File: src/rtl/tlb_assoc_mp_pkg.sv
`default_nettype none
// +------------------------------------------------------------------+
// | tlb_assoc_mp_pkg : PTE flag layout and helpers for tlb_assoc_mp   |
// | Rev 1.0                                                          |
// +------------------------------------------------------------------+
package tlb_assoc_mp_pkg;

  localparam int c_PTE_G  = 0;
  localparam int c_PTE_V  = 1;
  localparam int c_PTE_D  = 2;
  localparam int c_PTE_C  = 3;
  localparam int c_FLAG_W = 4;

  function automatic logic [c_FLAG_W-1:0] pte_flags(input logic c, input logic d,
                                                   input logic v, input logic g);
    logic [c_FLAG_W-1:0] f;
    f          = '0;
    f[c_PTE_C] = c;
    f[c_PTE_D] = d;
    f[c_PTE_V] = v;
    f[c_PTE_G] = g;
    return f;
  endfunction

endpackage
`default_nettype wire

File: src/rtl/tlb_match_prio.sv
`default_nettype none
// +------------------------------------------------------------------+
// | tlb_match_prio : match vector -> hit, lowest index, multi-hit     |
// | Rev 1.0                                                          |
// +------------------------------------------------------------------+
module tlb_match_prio #(
  parameter int ENTRIES = 16,
  parameter int IDX_W   = 4
) (
  input  logic [ENTRIES-1:0] i_match,
  output logic               o_hit,
  output logic [IDX_W-1:0]   o_idx,
  output logic               o_multi
);

  logic             w_found;
  logic             w_multi;
  logic [IDX_W-1:0] w_idx;

  // o_idx stays 0 when nothing matches; probe_res relies on that.
  always_comb begin
    w_found = 1'b0;
    w_multi = 1'b0;
    w_idx   = '0;
    for (int i = 0; i < ENTRIES; i++) begin
      if (i_match[i]) begin
        if (w_found) begin
          w_multi = 1'b1;
        end else begin
          w_found = 1'b1;
          w_idx   = IDX_W'(i);
        end
      end
    end
  end

  assign o_hit   = w_found;
  assign o_idx   = w_idx;
  assign o_multi = w_multi;

endmodule
`default_nettype wire

File: src/rtl/tlb_assoc_mp.sv
`default_nettype none
// +------------------------------------------------------------------+
// | tlb_assoc_mp : fully-associative multi-port TLB, ASID/global tags |
// | Rev 1.0                                                          |
// +------------------------------------------------------------------+
module tlb_assoc_mp
  import tlb_assoc_mp_pkg::*;
#(
  parameter int ENTRIES = 16,
  parameter int NPORTS  = 2,
  parameter int VPN_W   = 20,
  parameter int PFN_W   = 20,
  parameter int ASID_W  = 6,
  parameter int IDX_W   = $clog2(ENTRIES),
  parameter int PTE_W   = PFN_W + c_FLAG_W
) (
  input  logic                    clk,
  input  logic                    clrn,
  input  logic [NPORTS*VPN_W-1:0] l_vpn,
  input  logic [ASID_W-1:0]       cur_asid,
  output logic [NPORTS-1:0]       l_hit,
  output logic [NPORTS*PTE_W-1:0] l_pte,
  output logic [NPORTS-1:0]       l_multi,
  input  logic [VPN_W-1:0]        w_vpn,
  input  logic [ASID_W-1:0]       w_asid,
  input  logic [PTE_W-1:0]        w_pte,
  input  logic [IDX_W-1:0]        w_index,
  input  logic                    tlbwi,
  input  logic                    tlbwr,
  input  logic                    tlbp,
  input  logic                    inv_all,
  input  logic                    wired_we,
  input  logic [IDX_W-1:0]        wired_in,
  input  logic                    freeze,
  output logic [IDX_W-1:0]        random,
  output logic [IDX_W-1:0]        wired,
  output logic [IDX_W:0]          probe_res,
  output logic                    probe_vld
);

  localparam logic [IDX_W-1:0] c_LAST = IDX_W'(ENTRIES - 1);
  localparam logic [IDX_W:0]   c_NUM  = (IDX_W+1)'(ENTRIES);

  logic [VPN_W-1:0]  r_vpn  [ENTRIES];
  logic [ASID_W-1:0] r_asid [ENTRIES];
  logic [PTE_W-1:0]  r_pte  [ENTRIES];
  logic [ENTRIES-1:0] r_valid;
  logic [IDX_W-1:0]  r_random;
  logic [IDX_W-1:0]  r_wired;
  logic [IDX_W:0]    r_probe_res;
  logic              r_probe_vld;

  logic              w_wr_en;
  logic [IDX_W-1:0]  w_wr_idx;
  logic [ENTRIES-1:0] w_p_match;
  logic              w_p_hit;
  logic [IDX_W-1:0]  w_p_idx;

  for (genvar k = 0; k < NPORTS; k++) begin : g_port
    logic [ENTRIES-1:0] w_match;
    logic               w_hit;
    logic               w_multi;
    logic [IDX_W-1:0]   w_idx;

    always_comb begin
      w_match = '0;
      for (int i = 0; i < ENTRIES; i++) begin
        w_match[i] = r_valid[i] && (r_vpn[i] == l_vpn[k*VPN_W +: VPN_W]) &&
                     (r_pte[i][c_PTE_G] || (r_asid[i] == cur_asid));
      end
    end

    tlb_match_prio #(.ENTRIES(ENTRIES), .IDX_W(IDX_W)) u_prio (
      .i_match (w_match),
      .o_hit   (w_hit),
      .o_idx   (w_idx),
      .o_multi (w_multi)
    );

    assign l_hit[k]                 = w_hit;
    assign l_multi[k]               = w_multi;
    assign l_pte[k*PTE_W +: PTE_W]  = w_hit ? r_pte[w_idx] : '0;
  end

  always_comb begin
    w_p_match = '0;
    for (int i = 0; i < ENTRIES; i++) begin
      w_p_match[i] = r_valid[i] && (r_vpn[i] == w_vpn) &&
                     (r_pte[i][c_PTE_G] || (r_asid[i] == w_asid));
    end
  end

  tlb_match_prio #(.ENTRIES(ENTRIES), .IDX_W(IDX_W)) u_probe_prio (
    .i_match (w_p_match),
    .o_hit   (w_p_hit),
    .o_idx   (w_p_idx),
    .o_multi ()
  );

  // tlbwi has priority; an out-of-range index silently drops the write.
  always_comb begin
    w_wr_idx = tlbwi ? w_index : r_random;
    w_wr_en  = tlbwi ? ({1'b0, w_index} < c_NUM) : tlbwr;
  end

  always_ff @(posedge clk) begin
    if (w_wr_en) begin
      r_vpn[w_wr_idx]  <= w_vpn;
      r_asid[w_wr_idx] <= w_asid;
      r_pte[w_wr_idx]  <= w_pte;
    end
  end

  // Write after clear so an entry written alongside inv_all survives.
  always_ff @(posedge clk or negedge clrn) begin
    if (!clrn) begin
      r_valid <= '0;
    end else begin
      if (inv_all) r_valid <= '0;
      if (w_wr_en) r_valid[w_wr_idx] <= 1'b1;
    end
  end

  always_ff @(posedge clk or negedge clrn) begin
    if (!clrn) begin
      r_random <= c_LAST;
      r_wired  <= '0;
    end else if (wired_we) begin
      r_wired  <= (wired_in > c_LAST) ? c_LAST : wired_in;
      r_random <= c_LAST;
    end else if (!freeze) begin
      r_random <= (r_random <= r_wired) ? c_LAST : r_random - IDX_W'(1);
    end
  end

  always_ff @(posedge clk or negedge clrn) begin
    if (!clrn) begin
      r_probe_res <= '0;
      r_probe_vld <= 1'b0;
    end else begin
      r_probe_vld <= tlbp;
      if (tlbp) r_probe_res <= {~w_p_hit, w_p_idx};
    end
  end

  assign random    = r_random;
  assign wired     = r_wired;
  assign probe_res = r_probe_res;
  assign probe_vld = r_probe_vld;

endmodule
`default_nettype wire

File: config.mk
export PLATFORM = sky130hd
export DESIGN_NAME = tlb_assoc_mp
export DESIGN_NICKNAME = d
export VERILOG_FILES = /design/src/rtl/tlb_assoc_mp_pkg.sv /design/src/rtl/tlb_match_prio.sv /design/src/rtl/tlb_assoc_mp.sv
export SDC_FILE = /design/constraint.sdc
export NUM_CORES = 2
export LEC_CHECK = 0
export ABC_AREA = 0
export CAP_MARGIN = 10
export CORE_MARGIN = 2
export CORE_UTILIZATION = 35
export CTS_BUF_LIST = sky130_fd_sc_hd__clkbuf_4 sky130_fd_sc_hd__clkbuf_8
export DETAILED_ROUTE_END_ITERATION = 16
export PLACE_DENSITY = 0.57
export SLEW_MARGIN = 0
export SYNTH_ARGS = -nofsm -noshare
export SYNTH_HDL_FRONTEND = slang
export SYNTH_SLANG_ARGS = --single-unit
File: constraint.sdc
create_clock -name clk -period 10.8 [get_ports clk]
set_input_delay 2.16 -clock clk [delete_from_list [all_inputs] [get_ports clk]]
set_output_delay 2.16 -clock clk [all_outputs]
set_load 0.01 [all_outputs]
Yosys cells after proc, flatten, opt, wreduce, memory -nomap -nowiden
Memory sizes are Yosys's and may differ from the RTL's.
Cells that the tools add are included.
- flip-flop bits (word level): 30
- bits in latches: 0
- bits in writable memories: 800
- memory bits (read-only): 0
- input port bits: 112
- output and inout port bits: 66
- logic and storage cells: 437
- memories: 3
- add/subtract/negate cells: 1
- $mul: 0
- div/mod/pow operators: 0
- order comparisons: 4
- eq/ne operators: 81
- shifts and indexed selects: 0
- mux-type cells: 212
- bitwise logic cells: 2
- reductions and logical operators: 129
- memories (memory ; words ; width ; read ports ; clocked after Yosys merged registers in ; wr ports ; RTL line ; source):
    r_pte ; 16 ; 24 ; 18 ; 0 ; 1 ; tlb_assoc_mp.sv:46 ; logic [PTE_W-1:0] r_pte [ENTRIES];
    r_vpn ; 16 ; 20 ; 16 ; 0 ; 1 ; tlb_assoc_mp.sv:44 ; logic [VPN_W-1:0] r_vpn [ENTRIES];
    r_asid ; 16 ; 6 ; 16 ; 0 ; 1 ; tlb_assoc_mp.sv:45 ; logic [ASID_W-1:0] r_asid [ENTRIES];
- operators by type and width (operator ; number):
    20-bit equality test ; 48
    4-bit two-way mux ; 92
    6-bit equality test ; 32
    1-bit two-way mux ; 115
    1-bit logical AND ; 97
    24-bit two-way mux ; 2
    1-bit logical OR ; 32
    16-bit two-way mux ; 2
    16-bit bitwise OR ; 1
    4-bit by 5-bit less-than comparator with 1-bit output (second input constant) ; 1
    1-bit demux with 4-bit select ; 1
    4-bit by 1-bit greater-or-equal comparator with 1-bit output (second input constant) ; 1
    4-bit > comparator (second input constant) ; 1
    4-bit <= comparator ; 1
    4-bit by 1-bit subtractor with 4-bit output (second input constant) ; 1
    2-bit inequality test (second input constant) ; 1
    1-bit NOT ; 1

Longest topological paths before layout
An unclocked memory read counts as a cell.
- word-level depth: 37
- gate-level depth with buffers: 18
- depth with buffers taken out: 11

Hierarchy
From an unflattened synthesis, not the netlist that was laid out.
- cells, all modules: 3320
- area total of the unflattened synthesis: 46119.2 sq um
- modules (own cells, without submodules) (module ; times used ; cells each ; area an instance (sq um) ; sequential area each (sq um)):
    tlb_assoc_mp ; 1 ; 3155 ; 45072.0 ; 24778.8
    tlb_match_prio ; 3 ; 55 ; 349.1 ; 0.0

Worst setup path after synthesis
OpenSTA, ideal clock, no wires.
- kind: input to output
- start point: input port cur_asid[1]
- end point: output port l_pte[12]
- arrival: 5346 ps
- data required time: 8640 ps
- setup slack: 3294 ps
- stages: 14
- path buffers: 5
- path through: buf_4 -> buf_8 -> xor2_1 -> nor4_1 -> a22oi_1 -> or4_1 -> a211oi_1 -> a21o_1 -> buf_4 -> buf_2 -> buf_2 -> mux2i_1 -> o22ai_1 -> a211oi_1
- cells in the longest elaborated chain, start to end: 36
- elaborated cells on any way between the ends: 96
- classes of those cells: eq/ne: 16; mux: 47; reduce/logical: 32; memory: 1
- RTL lines (what ; RTL line ; source):
    start, declared ; tlb_assoc_mp.sv:20 ; input logic [ASID_W-1:0] cur_asid,
    6-bit equality test ; tlb_assoc_mp.sv:69 ; (r_pte[i][c_PTE_G] || (r_asid[i] == cur_asid));
    1-bit logical OR ; tlb_assoc_mp.sv:69 ;
    1-bit logical AND ; tlb_assoc_mp.sv:68 ; w_match[i] = r_valid[i] && (r_vpn[i] == l_vpn[k*VPN_W +: VPN_W]) &&
    1-bit two-way mux ; tlb_match_prio.sv:26 ; if (i_match[i]) begin
    1-bit two-way mux ; tlb_match_prio.sv:27 ; if (w_found) begin
    4-bit two-way mux ; tlb_match_prio.sv:26 ;
    4-bit two-way mux ; tlb_match_prio.sv:27 ;
    4-bit two-way mux ; tlb_match_prio.sv:26 ;
    (+20 left out) ; n/a ;
    4-bit two-way mux ; tlb_match_prio.sv:27 ;
    4-bit two-way mux ; tlb_match_prio.sv:26 ;
    4-bit two-way mux ; tlb_match_prio.sv:27 ;
    4-bit two-way mux ; tlb_match_prio.sv:26 ;
    4-bit two-way mux ; tlb_match_prio.sv:27 ;
    4-bit two-way mux ; tlb_match_prio.sv:26 ;
    memory read 16 x 24 bit ; n/a ;
    24-bit two-way mux (*) ; tlb_assoc_mp.sv:82 ; assign l_pte[k*PTE_W +: PTE_W] = w_hit ? r_pte[w_idx] : '0;
    end, declared ; tlb_assoc_mp.sv:22 ; output logic [NPORTS*PTE_W-1:0] l_pte,
Mark *: on every way between the ends. The rest lies on a longest branch, timed or not.

Worst setup path in the final report
- start point: input port l_vpn[32]
- end point: output port l_pte[46]
- cells in the longest elaborated chain, start to end: 36
- elaborated cells on any way between the ends: 96
- classes of those cells: eq/ne: 16; mux: 47; reduce/logical: 32; memory: 1
- RTL lines (what ; RTL line ; source):
    start, declared ; tlb_assoc_mp.sv:19 ; input logic [NPORTS*VPN_W-1:0] l_vpn,
    20-bit equality test ; tlb_assoc_mp.sv:68 ;
    1-bit logical AND (2 in series) ; tlb_assoc_mp.sv:68 ;
    1-bit two-way mux ; tlb_match_prio.sv:26 ;
    1-bit two-way mux ; tlb_match_prio.sv:27 ;
    4-bit two-way mux ; tlb_match_prio.sv:26 ;
    4-bit two-way mux ; tlb_match_prio.sv:27 ;
    4-bit two-way mux ; tlb_match_prio.sv:26 ;
    4-bit two-way mux ; tlb_match_prio.sv:27 ;
    (+19 left out) ; n/a ;
    4-bit two-way mux ; tlb_match_prio.sv:27 ;
    4-bit two-way mux ; tlb_match_prio.sv:26 ;
    4-bit two-way mux ; tlb_match_prio.sv:27 ;
    4-bit two-way mux ; tlb_match_prio.sv:26 ;
    4-bit two-way mux ; tlb_match_prio.sv:27 ;
    4-bit two-way mux ; tlb_match_prio.sv:26 ;
    memory read 16 x 24 bit ; n/a ;
    24-bit two-way mux (*) ; tlb_assoc_mp.sv:82 ;
Marks and branches as above.

==> run_results.csv <==
group,metric,value,unit
cts,root_buffer,"clkbuf_8",
worst_setup_path,crit_arrival,8160,ps
timing,drv_slew,0,
placement,post-place-cells,5904,
power,p_int,5400,uW
timing,slew_headroom,7.98,%
floorplanning,die_area,143000,sq um
cts,postCtsSetupBuffers,0,
layout,final_common_cell,"edfxtp_1",
power,peakVddDrop,0.000126,V
routing,antenna_left,0,
layout,syn_to_final_growth,14.9,%
yosys,synth_cells,3905,
yosys,synth_area,49100,sq um
yosys,synth_area_leaders,"edfxtp_1 49%, xor2_1 13%, xnor2_1 8.0%",
timing,finalHoldViolations,0,
worst_setup_path,reg2reg_from,"r_vpn[6][13]",
timing,fin_crit_sh,95.5,%
cts,clock_latency,900,ps
routing,drtIter0Drc,3695,
cts,hold_buffers,0,
yosys,syn_area_per_cell,12.6,sq um
floorplanning,fp.dieH,378,um
timing,fmax,96.9,MHz
yosys,async_flop_share,3.61,%
worst_setup_path,required,8640,ps
cts,h-tree-depth,4,
yosys,synth-seq-cells,830,
cts,cts_buffers,150,
worst_setup_path,start_kind,"input port",
floorplanning,die_x,378,um
worst_setup_path,cp-startpoint,"l_vpn[32]",
yosys,seq_area_frac_synth,50.5,%
layout,nets,4297,
timing,period_minus_slack,10320,ps
layout,drive_gt1_share,16.0,%
power,seqPwrFrac,49.8,%
cts,cts.sinks,830,
power,p_total,7340,uW
yosys,yosysWarnings,0,
power,pwr-share-comb,9.6,%
routing,drt_pass1_iterations,5,
placement,routabilityCongestion,0.959,
timing,skew,39.9,ps
yosys,synth_nets,4022,
timing,final.setup.worst_slack,482,ps
global_routing,antenna_found_initial,8,
yosys,synth_edf_count,800,
routing,drc,0,
floorplanning,initial_core_util,35.2,%
yosys,synth_top_area_cell,"edfxtp_1",
floorplanning,core-area,139000,sq um
routing,wl_per_cell,29.9,um
outcome,status,"finished, final reports clean",
min_path,holdCritPathClass,"reg -> reg",
min_path,hp-start,"probe_res[4]",
cts,cts_tree,"yes",
power,cellPowerDensity,130,nW/um^2
layout,stdcell_count,6169,
placement,preCtsSetupSlack,573,ps
timing,rsz0062_at_grt,"no",
routing,wirelength,184,mm
yosys,synth_cell_types,92,
yosys,synth_top_cell_area_share,49.0,%
global_routing,grt_use_total,25.4,%
power,p_sw,1940,uW
timing,finalSetupViolations,0,
worst_setup_path,worst-setup-path-type,"in -> out",
global_routing,grt_pass1_wl,260,mm
layout,nFillCells,13100,
global_routing,overflow,0,
power,clock_power_share,40.6,%
placement,portBuffers,177,
timing,worstMarginPinSlew,1370,ps
worst_setup_path,endpoint_kind,"output port",
power,leakage,0.0182,uW
floorplanning,pin_count,178,
timing,setup_tns,0,ps
layout,final_cell_mix,"800 x edfxtp_1, 704 x xor2_1, 448 x xnor2_1, 314 x mux2i_1, 203 x nor4_1",
floorplanning,rows,137,
cts,cts_buffer_depth,3,
power,swShare,26.4,%
cts,cts.clk_slew.worst_paths,50,ps
routing,vias,35500,
yosys,synthFlopType,"edfxtp_1",
routing,viasPerCell,5.75,
placement,dp_hpwl,120,mm
cts,cts_resized,0,
global_routing,grt_max_degree,57,
job,max-cap-violations,0,
worst_setup_path,crit_fanout,15,
global_routing,first_global_vias,35700,
metrics by stage:
| step | utilization (%) | area (sq um) | hold WS (ps) |
|---|---|---|---|
| 2_1_floorplan | - | 49100 | 529 |
| 3_3_place_gp | 38.4 | 53500 | 514 |
| 3_5_place_dp | 38.4 | 53500 | 516 |
| 4_1_cts | 40.5 | 56400 | 527 |
| 5_1_grt | 40.5 | 56400 | 562 |
| 6_report | 40.5 | 56400 | 520 |
power by group through the flow:
stage	Sequential [uW]	Clock (uW)	Combinational, uW
finish	3650	2980	707
detailed placement	3720	0	693
CTS	3650	3040	696
floorplan	3710	0	392
global route	3650	3160	741
global placement	3720	0	692
metal layers:
metal | share of wire [%] | vias to the layer above | global-route usage [%]
met3 | 8.2 | 491 | 5.12
li1 | - | 15200 | -
met4 | 5.0 | 8 | 12.0
met1 | 41 | 17900 | 32.8
met2 | 46 | 1775 | 40.5
met5 | 0.029 | - | 0
registers in the layout, indices dropped and copies added, names as in the netlist:
| register | flops |
|---|---|
| probe_res | 5 |
| probe_vld | 1 |
| r_asid | 96 |
| r_pte | 384 |
| r_valid | 16 |
| wired | 4 |
| r_vpn | 320 |
| random | 4 |
worst max-delay path: stages:
cell and delay, ps:
clkdlybuf4s50_1 1000, buf_4 420, xnor2_1 220, nand2_1 70
or3b_2 480, nor4_1 340, buf_4 200, or4b_1 270
or3b_2 170, o221ai_1 210, a222oi_1 590, buf_4 400
buf_12 230, mux2i_1 210, mux2i_1 140, a211oi_2 370
clkdlybuf4s50_1 610
synth_stat cells, types with 48 or more instances:
library cell and n:
xnor2_1 448, inv_1 56, nor3_1 89, nand4_1 157, mux2_2 96, buf_4 48, nor2_1 84, o22ai_1 66
buf_2 74, mux2i_1 314, nand2_1 61, clkbuf_1 78, edfxtp_1 800, xor2_1 704, nor4_1 203
final cells by class:
class                           instances  area (sq um)  share of cell area [%]
Multi-Input combinational cell       2756         22600                    40.1
Timing Repair Buffer                  386          3530                    6.26
Sequential cell                       830         24800                    43.9
Antenna cell                            3          7.51                  0.0133
Inverter                               56           210                   0.373
Clock inverter                         70           484                   0.859
Clock buffer                          192          2400                    4.27
Tap cell                             1876          2350                    4.16
logic make-up (layout without fill, tap and decap cells):
group / Yosys count / in the layout / share of synthesized area, %
xor+xnor: 1153 / 1153 / 20.6
flops: 830 / 830 / 50.5
simple gates: 812 / 812 / 9.99
mux: 412 / 412 / 8.65
compound gates: 373 / 373 / 6.23
buf+inv: 319 / 704 / 3.89
fa+ha+maj: 6 / 6 / 0.148
other cells: 0 / 3 / 0
worst paths after layout:
| path | end | slack (ps) | cells past startpoint |
|---|---|---|---|
| max reg2reg | probe_res[0] | 6750 | 10 |
| min | probe_res[4] | 520 | 2 |
| max | l_pte[46] | 480 | 17 |
| min in group asynchronous | probe_res[0] | 1680 | 2 |
| max in group asynchronous | random[3] | 8770 | 2 |
| min reg2reg | probe_res[4] | 520 | 2 |
Power figures use the tool's default switching activity.
